--- config.mk ---
export PLATFORM = sky130hd
export DESIGN_NAME = lane_hit_arbiter
export DESIGN_NICKNAME = d
export VERILOG_FILES = /design/src/rtl/lane_hit_arbiter.sv
export SDC_FILE = /design/constraint.sdc
export NUM_CORES = 1
export LEC_CHECK = 0
export ABC_AREA = 1
export BUFFER_PORTS_ARGS = -buffer_cell sky130_fd_sc_hd__buf_2
export CORE_MARGIN = 2
export CORE_UTILIZATION = 55
export CTS_BUF_LIST = sky130_fd_sc_hd__clkbuf_4
export DETAILED_ROUTE_END_ITERATION = 8
export HOLD_SLACK_MARGIN = 0.08
export PLACE_DENSITY_LB_ADDON = 0.3
export SLEW_MARGIN = 20
export SYNTH_ARGS = -nofsm -noshare
export SYNTH_HDL_FRONTEND = slang
export SYNTH_SLANG_ARGS = --single-unit
export TNS_END_PERCENT = 10
--- constraint.sdc ---
create_clock -name clk -period 6.2 [get_ports clk]
set_input_delay 1.24 -clock clk [delete_from_list [all_inputs] [get_ports clk]]
set_output_delay 1.24 -clock clk [all_outputs]
set_load 0.01 [all_outputs]
--- src/rtl/lane_hit_arbiter.sv ---
// Four-lane key front end: sync, debounce and press detection per lane, a single-slot
// pending hit per lane with its tick stamp, and a round-robin valid/ready request port.
module lane_hit_arbiter #(
    parameter int unsigned DEBOUNCE_CYCLES = 500000,
    parameter int unsigned CNT_W           = 19,
    parameter int unsigned TICK_W          = 8
) (
    input  logic              clk,
    input  logic              rst_n,
    input  logic [3:0]        key_n,
    input  logic              enable,
    input  logic [TICK_W-1:0] tick_count,
    output logic              req_valid,
    output logic [1:0]        req_lane,
    output logic [TICK_W-1:0] req_tick,
    input  logic              req_ready,
    output logic              drop_pulse,
    output logic [7:0]        drop_count
);

    typedef enum logic {
        IDLE,
        GRANT
    } state_t;

    localparam logic [CNT_W-1:0] CNT_LAST = CNT_W'(DEBOUNCE_CYCLES - 1);

    logic [3:0]        sync1;
    logic [3:0]        sync2;
    logic [3:0]        stable;
    logic [3:0]        stable_q;
    logic [CNT_W-1:0]  cnt [4];
    logic [3:0]        press;

    logic [3:0]        pending;
    logic [3:0]        pending_n;
    logic [TICK_W-1:0] tick_q [4];
    logic [3:0]        tick_load;
    logic [3:0]        drop_vec;
    logic [2:0]        drop_inc;
    logic [8:0]        drop_sum;

    state_t            state;
    logic [1:0]        rr_ptr;
    logic              handshake;
    logic [3:0]        grant_mask;
    logic              pick_found;
    logic [1:0]        pick_lane;
    logic [1:0]        idx;

    always_ff @(posedge clk or negedge rst_n) begin
        if (!rst_n) begin
            sync1    <= '1;
            sync2    <= '1;
            stable   <= '1;
            stable_q <= '1;
            for (int unsigned i = 0; i < 4; i++) cnt[i] <= '0;
        end else begin
            sync1    <= key_n;
            sync2    <= sync1;
            stable_q <= stable;
            for (int unsigned i = 0; i < 4; i++) begin
                if (sync2[i] == stable[i]) begin
                    cnt[i] <= '0;
                end else if (cnt[i] == CNT_LAST) begin
                    stable[i] <= sync2[i];
                    cnt[i]    <= '0;
                end else begin
                    cnt[i] <= cnt[i] + 1'b1;
                end
            end
        end
    end

    // Falling edge of the debounced level only; releases never generate events.
    assign press      = stable_q & ~stable;
    assign handshake  = req_valid & req_ready;
    assign grant_mask = (state == GRANT) ? (4'b0001 << req_lane) : 4'b0000;

    // A lane's own handshake frees the slot in the same cycle, so a coincident press is taken, not dropped.
    always_comb begin
        pending_n = '0;
        tick_load = '0;
        drop_vec  = '0;
        for (int unsigned i = 0; i < 4; i++) begin
            logic set_i;
            logic clr_i;
            logic keep_i;
            set_i  = press[i] & enable;
            clr_i  = handshake & (req_lane == 2'(i));
            keep_i = pending[i] & ~clr_i & (enable | grant_mask[i]);
            pending_n[i] = set_i | keep_i;
            tick_load[i] = set_i & (~pending[i] | clr_i);
            drop_vec[i]  = set_i & pending[i] & ~clr_i;
        end
        drop_inc = 3'(drop_vec[0]) + 3'(drop_vec[1]) + 3'(drop_vec[2]) + 3'(drop_vec[3]);
        drop_sum = {1'b0, drop_count} + 9'(drop_inc);
    end

    always_ff @(posedge clk or negedge rst_n) begin
        if (!rst_n) begin
            pending    <= '0;
            drop_pulse <= 1'b0;
            drop_count <= '0;
            for (int unsigned i = 0; i < 4; i++) tick_q[i] <= '0;
        end else begin
            pending    <= pending_n;
            drop_pulse <= |drop_vec;
            drop_count <= drop_sum[8] ? 8'hFF : drop_sum[7:0];
            for (int unsigned i = 0; i < 4; i++) begin
                if (tick_load[i]) tick_q[i] <= tick_count;
            end
        end
    end

    always_comb begin
        pick_found = 1'b0;
        pick_lane  = rr_ptr;
        idx        = rr_ptr;
        for (int unsigned k = 0; k < 4; k++) begin
            idx = rr_ptr + 2'(k);
            if (!pick_found && pending[idx]) begin
                pick_found = 1'b1;
                pick_lane  = idx;
            end
        end
    end

    always_ff @(posedge clk or negedge rst_n) begin
        if (!rst_n) begin
            state     <= IDLE;
            rr_ptr    <= '0;
            req_valid <= 1'b0;
            req_lane  <= '0;
            req_tick  <= '0;
        end else begin
            case (state)
                IDLE: begin
                    if (enable && pick_found) begin
                        req_valid <= 1'b1;
                        req_lane  <= pick_lane;
                        req_tick  <= tick_q[pick_lane];
                        state     <= GRANT;
                    end
                end
                GRANT: begin
                    if (req_ready) begin
                        req_valid <= 1'b0;
                        rr_ptr    <= req_lane + 2'd1;
                        state     <= IDLE;
                    end
                end
                default: state <= IDLE;
            endcase
        end
    end

endmodule

-- Word-level counts from Yosys, hierarchy flattened
Cells that the tools add are included.
- flip-flop bits (word level): 151
- input bits: 16
- $add $sub $neg: 12
- $lt $le $gt $ge: 5
- equality and inequality tests: 13
- shift operators: 1
- muxes and demuxes: 34
- bitwise logic cells: 57
- reduce and logical (&&, ||, !) cells: 16
- operator list (operator ; number):
    $mux 19 ; 8
    $add 19x1->19 const B ; 4
    $eq 19x19->1 const B ; 4
    $and 1x1->1 ; 29
    $mux 8 ; 3
    $bmux 8 s2 ; 1
    $reduce_and 2->1 ; 7
    $not 1->1 ; 13
    $lt 2x3->1 const B ; 4
    $mux 1 ; 12
    $or 1x1->1 ; 12
    $add 8x3->9 ; 1
    $bmux 1 s2 ; 4
    $mux 2 ; 3
    $add 2x1->2 const B ; 2
    $add 2x2->2 const B ; 2
    $and 4x4->4 ; 1
    $eq 1x1->1 ; 4
    $eq 2x2->1 const B ; 2
    $logic_and 1x1->1 ; 4
    $mux 4 ; 1
    $ne 2x2->1 const B ; 2
    $not 4->4 ; 1
    $pmux 1 s2 ; 2
    10 further kinds ; 12

-- Longest topological paths before layout
- depth in word-level cells: 16
- gate-level depth with buffers: 18
- gate-level depth less buffers: 16

-- Least setup slack after synthesis
OpenSTA, ideal clock, no wires.
- path kind: input-to-reg
- from: input enable
- to: register drop_count[3]
- library setup time: 0.074 ns
- arrival: 3.606 ns
- path slack: 2.521 ns
- cell stages on the path: 12
- path buffers: 1
- cell sequence: clkbuf_1 > nand3_1 > inv_1 > nand3_1 > fa_1 > fa_1 > inv_1 > fa_1 > nand2_1 > nor3_1 > nand3_1 > nand3_1
- longest elaborated chain between the ends: 8
- elaborated cells between the ends (all ways): 17
- classes of those cells: add/sub: 4; mux: 1; bitwise: 12
- RTL lines (item ; RTL line ; text):
    start, declared ; 11 ; input logic enable,
    $and 1x1->1 ; 89 ; set_i = press[i] & enable;
    $and 1x1->1 (2 in a row) ; 94 ; drop_vec[i] = set_i & pending[i] & ~clr_i;
    $add 1x1->2 ; 96 ; drop_inc = 3'(drop_vec[0]) + 3'(drop_vec[1]) + 3'(drop_vec[2]) + 3'(drop_vec[3]);
    $add 2x1->3 ; 96 ;
    $add 3x1->3 (*) ; 96 ;
    $add 8x3->9 (*) ; 97 ; drop_sum = {1'b0, drop_count} + 9'(drop_inc);
    $mux 8 (*) ; 109 ; drop_count <= drop_sum[8] ? 8'hFF : drop_sum[7:0];
    end signal, assigned ; 109 ;
    end, declared ; 18 ; output logic [7:0] drop_count
Mark *: on every way between the ends. The rest lies on a longest branch, timed or not.
A chain may end at the register's enable or synchronous reset.

-- Final worst setup path
- from: input enable
- to: register drop_count[5]
Same word-level chain as after synthesis.

==> impl_metrics.json <==
{
  "drive_gt1_share_pct": 15.30,
  "max-slew-margin-rel_pct": 36.53,
  "core_um2": 13300,
  "synthCells": 891,
  "grt_max_degree": 110,
  "yosysWarnings": 0,
  "wl_per_cell_um": 12.95,
  "multi_input_area_um2": 3243,
  "hold_buffers": 0,
  "drv_cap": 0,
  "top_usage_layer": "met2",
  "cts_tree": "built",
  "numCtsBuffers": 17,
  "cp_max_fo": 9,
  "syn_avg_cell_area_um2": 8.445,
  "combPwrFrac_pct": 17.1,
  "setup_ws_ns": 2.885,
  "fmaxAchievable_mhz": 301.7,
  "initial_utilization_pct": 56.60,
  "hold_viol_final": 0,
  "clkPwrFrac_pct": 33.1,
  "num_vias": 5853,
  "ant_nets": 0,
  "grt_pass1_wl_mm": 25.71,
  "fp.dieH_um": 121.0,
  "cp-start-kind": "input port",
  "total_power_uw": 2145,
  "crit_path_top_delay_cell": "fa_1",
  "power_density_nw_per_um2": 261.9,
  "dpl.hpwl_mm": 10.02,
  "crit_required_ns": 6.69,
  "cp_common_cell": "nand3_1",
  "ys_seq_area_share_pct": 50.48,
  "h-tree-depth": 4,
  "hp-class": "flip-flop to flip-flop",
  "chipWidth_um": 121.0,
  "synth_fp_nets": 919,
  "drc_errors": 0,
  "rows": 42,
  "drt-total-wl_mm": 14.57,
  "via_per_inst": 5.203,
  "gp_congestion": 0.8680,
  "rsz0062_at_grt": "false",
  "die_area_um2": 14630,
  "cts_resized": 0,
  "synth_top_area_share_pct": 44.90,
  "synth.ff_latch_count": 151,
  "holdWs_ns": 0.3605,
  "worst_pin_slew_ns": 0.9521,
  "use_met3_pct": 4.323,
  "slew_viol_final": 0,
  "layout.nets": 963,
  "clk_latency_ns": 0.56,
  "sequentialPowerShare_pct": 49.8,
  "antenna_found_initial": 1,
  "power_leakage_uw": 0.003950,
  "synth_top_area_cell": "dfrtp_1",
  "p_switching_uw": 655.4,
  "cts_setup_buffers": 0,
  "layout_min_cycle_time_ns": 3.315,
  "pre_cts_ws_ns": 2.327,
  "pin_count": 36,
  "critPathMaxStageDelay_ns": 0.51,
  "setup.worst_path.end_class": "flip-flop",
  "finalSetupViolCount": 0,
  "rr_worst_depth": 12,
  "yosys-top-cells-area": "dfrtp_1 (45%), nand2_1 (11%), dfstp_2 (5.6%)",
  "drt_first_pass_iters": 5,
  "grt_pass1_vias": 5590,
  "synthesis.area_um2": 7525,
  "gr-total-overflow": 0,
  "io_buffers": 35,
  "crit_chain": "buf_2, nand3_1, inv_1, nand3_1, fa_1, fa_1, inv_1, fa_1, nand2_1, nor3_1, nand3_1, nand3_1",
  "clk_pin_slew_ns": 0.11,
  "root_buffer": "clkbuf_4",
  "area_delta_synth_final_pct": 8.846,
  "fin_skew_ns": 0.02157,
  "grtUsageMet2_pct": 34.30,
  "post-route-period-util_pct": 53.47,
  "grt_usage_pct": 21.97,
  "cts_buffer_depth": 2,
  "fin_setup_tns_ns": 0,
  "peakVddDrop_mv": 0.1038,
  "postLayoutCoreUtil_pct": 61.60,
  "crit_type": "input port to flip-flop",
  "netlist-cell-type-count": 38,
  "arrival_ns": 3.80,
  "power.internal_uw": 1490,
  "groute.layer.met1.usage_pct": 30.16,
  "drt_iter0_drc": 653,
  "final-seq-area_um2": 3799,
  "status": "completed",
  "min_path_cells": 0,
  "swShare_pct": 30.55,
  "clock-sinks": 151,
  "fillCellCount": 1191
}
[state kept, by name, indices dropped and copies added, names as in the netlist]
signal	flops
pending	4
req_tick	8
state	1
tick_q	32
drop_count	8
drop_pulse	1
req_valid	1
sync1	4
stable	4
cnt	76
sync2	4
rr_ptr	2
stable_q	4
req_lane	2
[critical path, delay by kind of cell]
kind,cells,cell delay [ns]
fa+ha+maj,3,1.13
simple gates,6,1.05
buf+inv,3,0.36
[path summary, 6_finish.rpt]
check	start	to	slack (ns)
max in group asynchronous	rst_n	sync2[0]$_DFF_PN1_	4.29
setup / recovery	enable	drop_count[5]$_DFF_PN0_	2.89
hold / removal	sync1[0]$_DFF_PN1_	sync2[0]$_DFF_PN1_	0.36
setup reg to reg	req_lane[0]$_DFFE_PN0P_	drop_count[5]$_DFF_PN0_	3.08
hold reg to reg	sync1[0]$_DFF_PN1_	sync2[0]$_DFF_PN1_	0.36
min in group asynchronous	rst_n	cnt[32]$_DFF_PN0_	0.76
[placed cells by master (no fill, tap or decap), drive strengths merged, types with 11 or more instances in the layout]
cell,n
dfstp,16
nor3,20
clkbuf,21
nand3,80
buf,37
xor2,23
nor4,11
dfrtp,135
inv,104
a21oi,40
o21ai,56
nand2,255
nor2,80
nand4,15
[power by group through the flow]
stage / Sequential (uW) / Clock [uW] / Combinational [uW]
3_5_place_dp: 1090 / 0 / 367
4_1_cts: 1070 / 729 / 370
5_1_grt: 1070 / 768 / 411
6_report: 1070 / 710 / 368
2_1_floorplan: 1060 / 0 / 312
3_3_place_gp: 1080 / 0 / 361
[through the flow]
| step | cell area [um^2] | std cells |
|---|---|---|
| after floorplan | 7525 | 891 |
| after global placement | 7851 | 1092 |
| after detailed placement | 7851 | 1092 |
| after CTS | 8188 | 1124 |
| after global routing | 8190 | 1125 |
| final | 8190 | 1125 |
[Yosys cell counts (all sizes together)]
master  instances
nand2         255
fa              3
nor4           11
ha              9
xor2           23
o21ai          56
a21oi          40
nand4          15
xnor2           7
or2             7
a211oi          8
dfstp          16
nor2           80
nor3b           4
nand3          80
clkinv          1
clkbuf          5
inv           103
dfrtp         135
mux2            3
nor3           20
buf             7
nand3b          3
[kinds of logic (layout without fill, tap and decap cells)]
kind of cell / Yosys count / count (layout) / synth area share (%)
mux: 3 / 3 / 0.4489
other cells: 0 / 1 / 0
xor+xnor: 30 / 30 / 3.492
buf+inv: 116 / 173 / 6.418
fa+ha+maj: 12 / 12 / 2.295
compound gates: 104 / 104 / 7.183
simple gates: 475 / 475 / 29.68
flops: 151 / 151 / 50.48
[cell type report]
cell class,count,share of cell area (%)
flip-flops and latches,151,46.38
inverters,104,4.797
diodes,1,0.03055
repair buffers,37,2.398
clock buffers,21,1.925
clock inverters,11,2.185
multi-input cells,624,39.60
well taps,176,2.689
[layer usage]
metal | share of wire [%] | wire, um
met1 | 49 | 7117
met5 | 0 | 0
met3 | 3.6 | 518
met2 | 46 | 6667
met4 | 1.8 | 262
No activity file was read; power rests on OpenSTA's default activity.
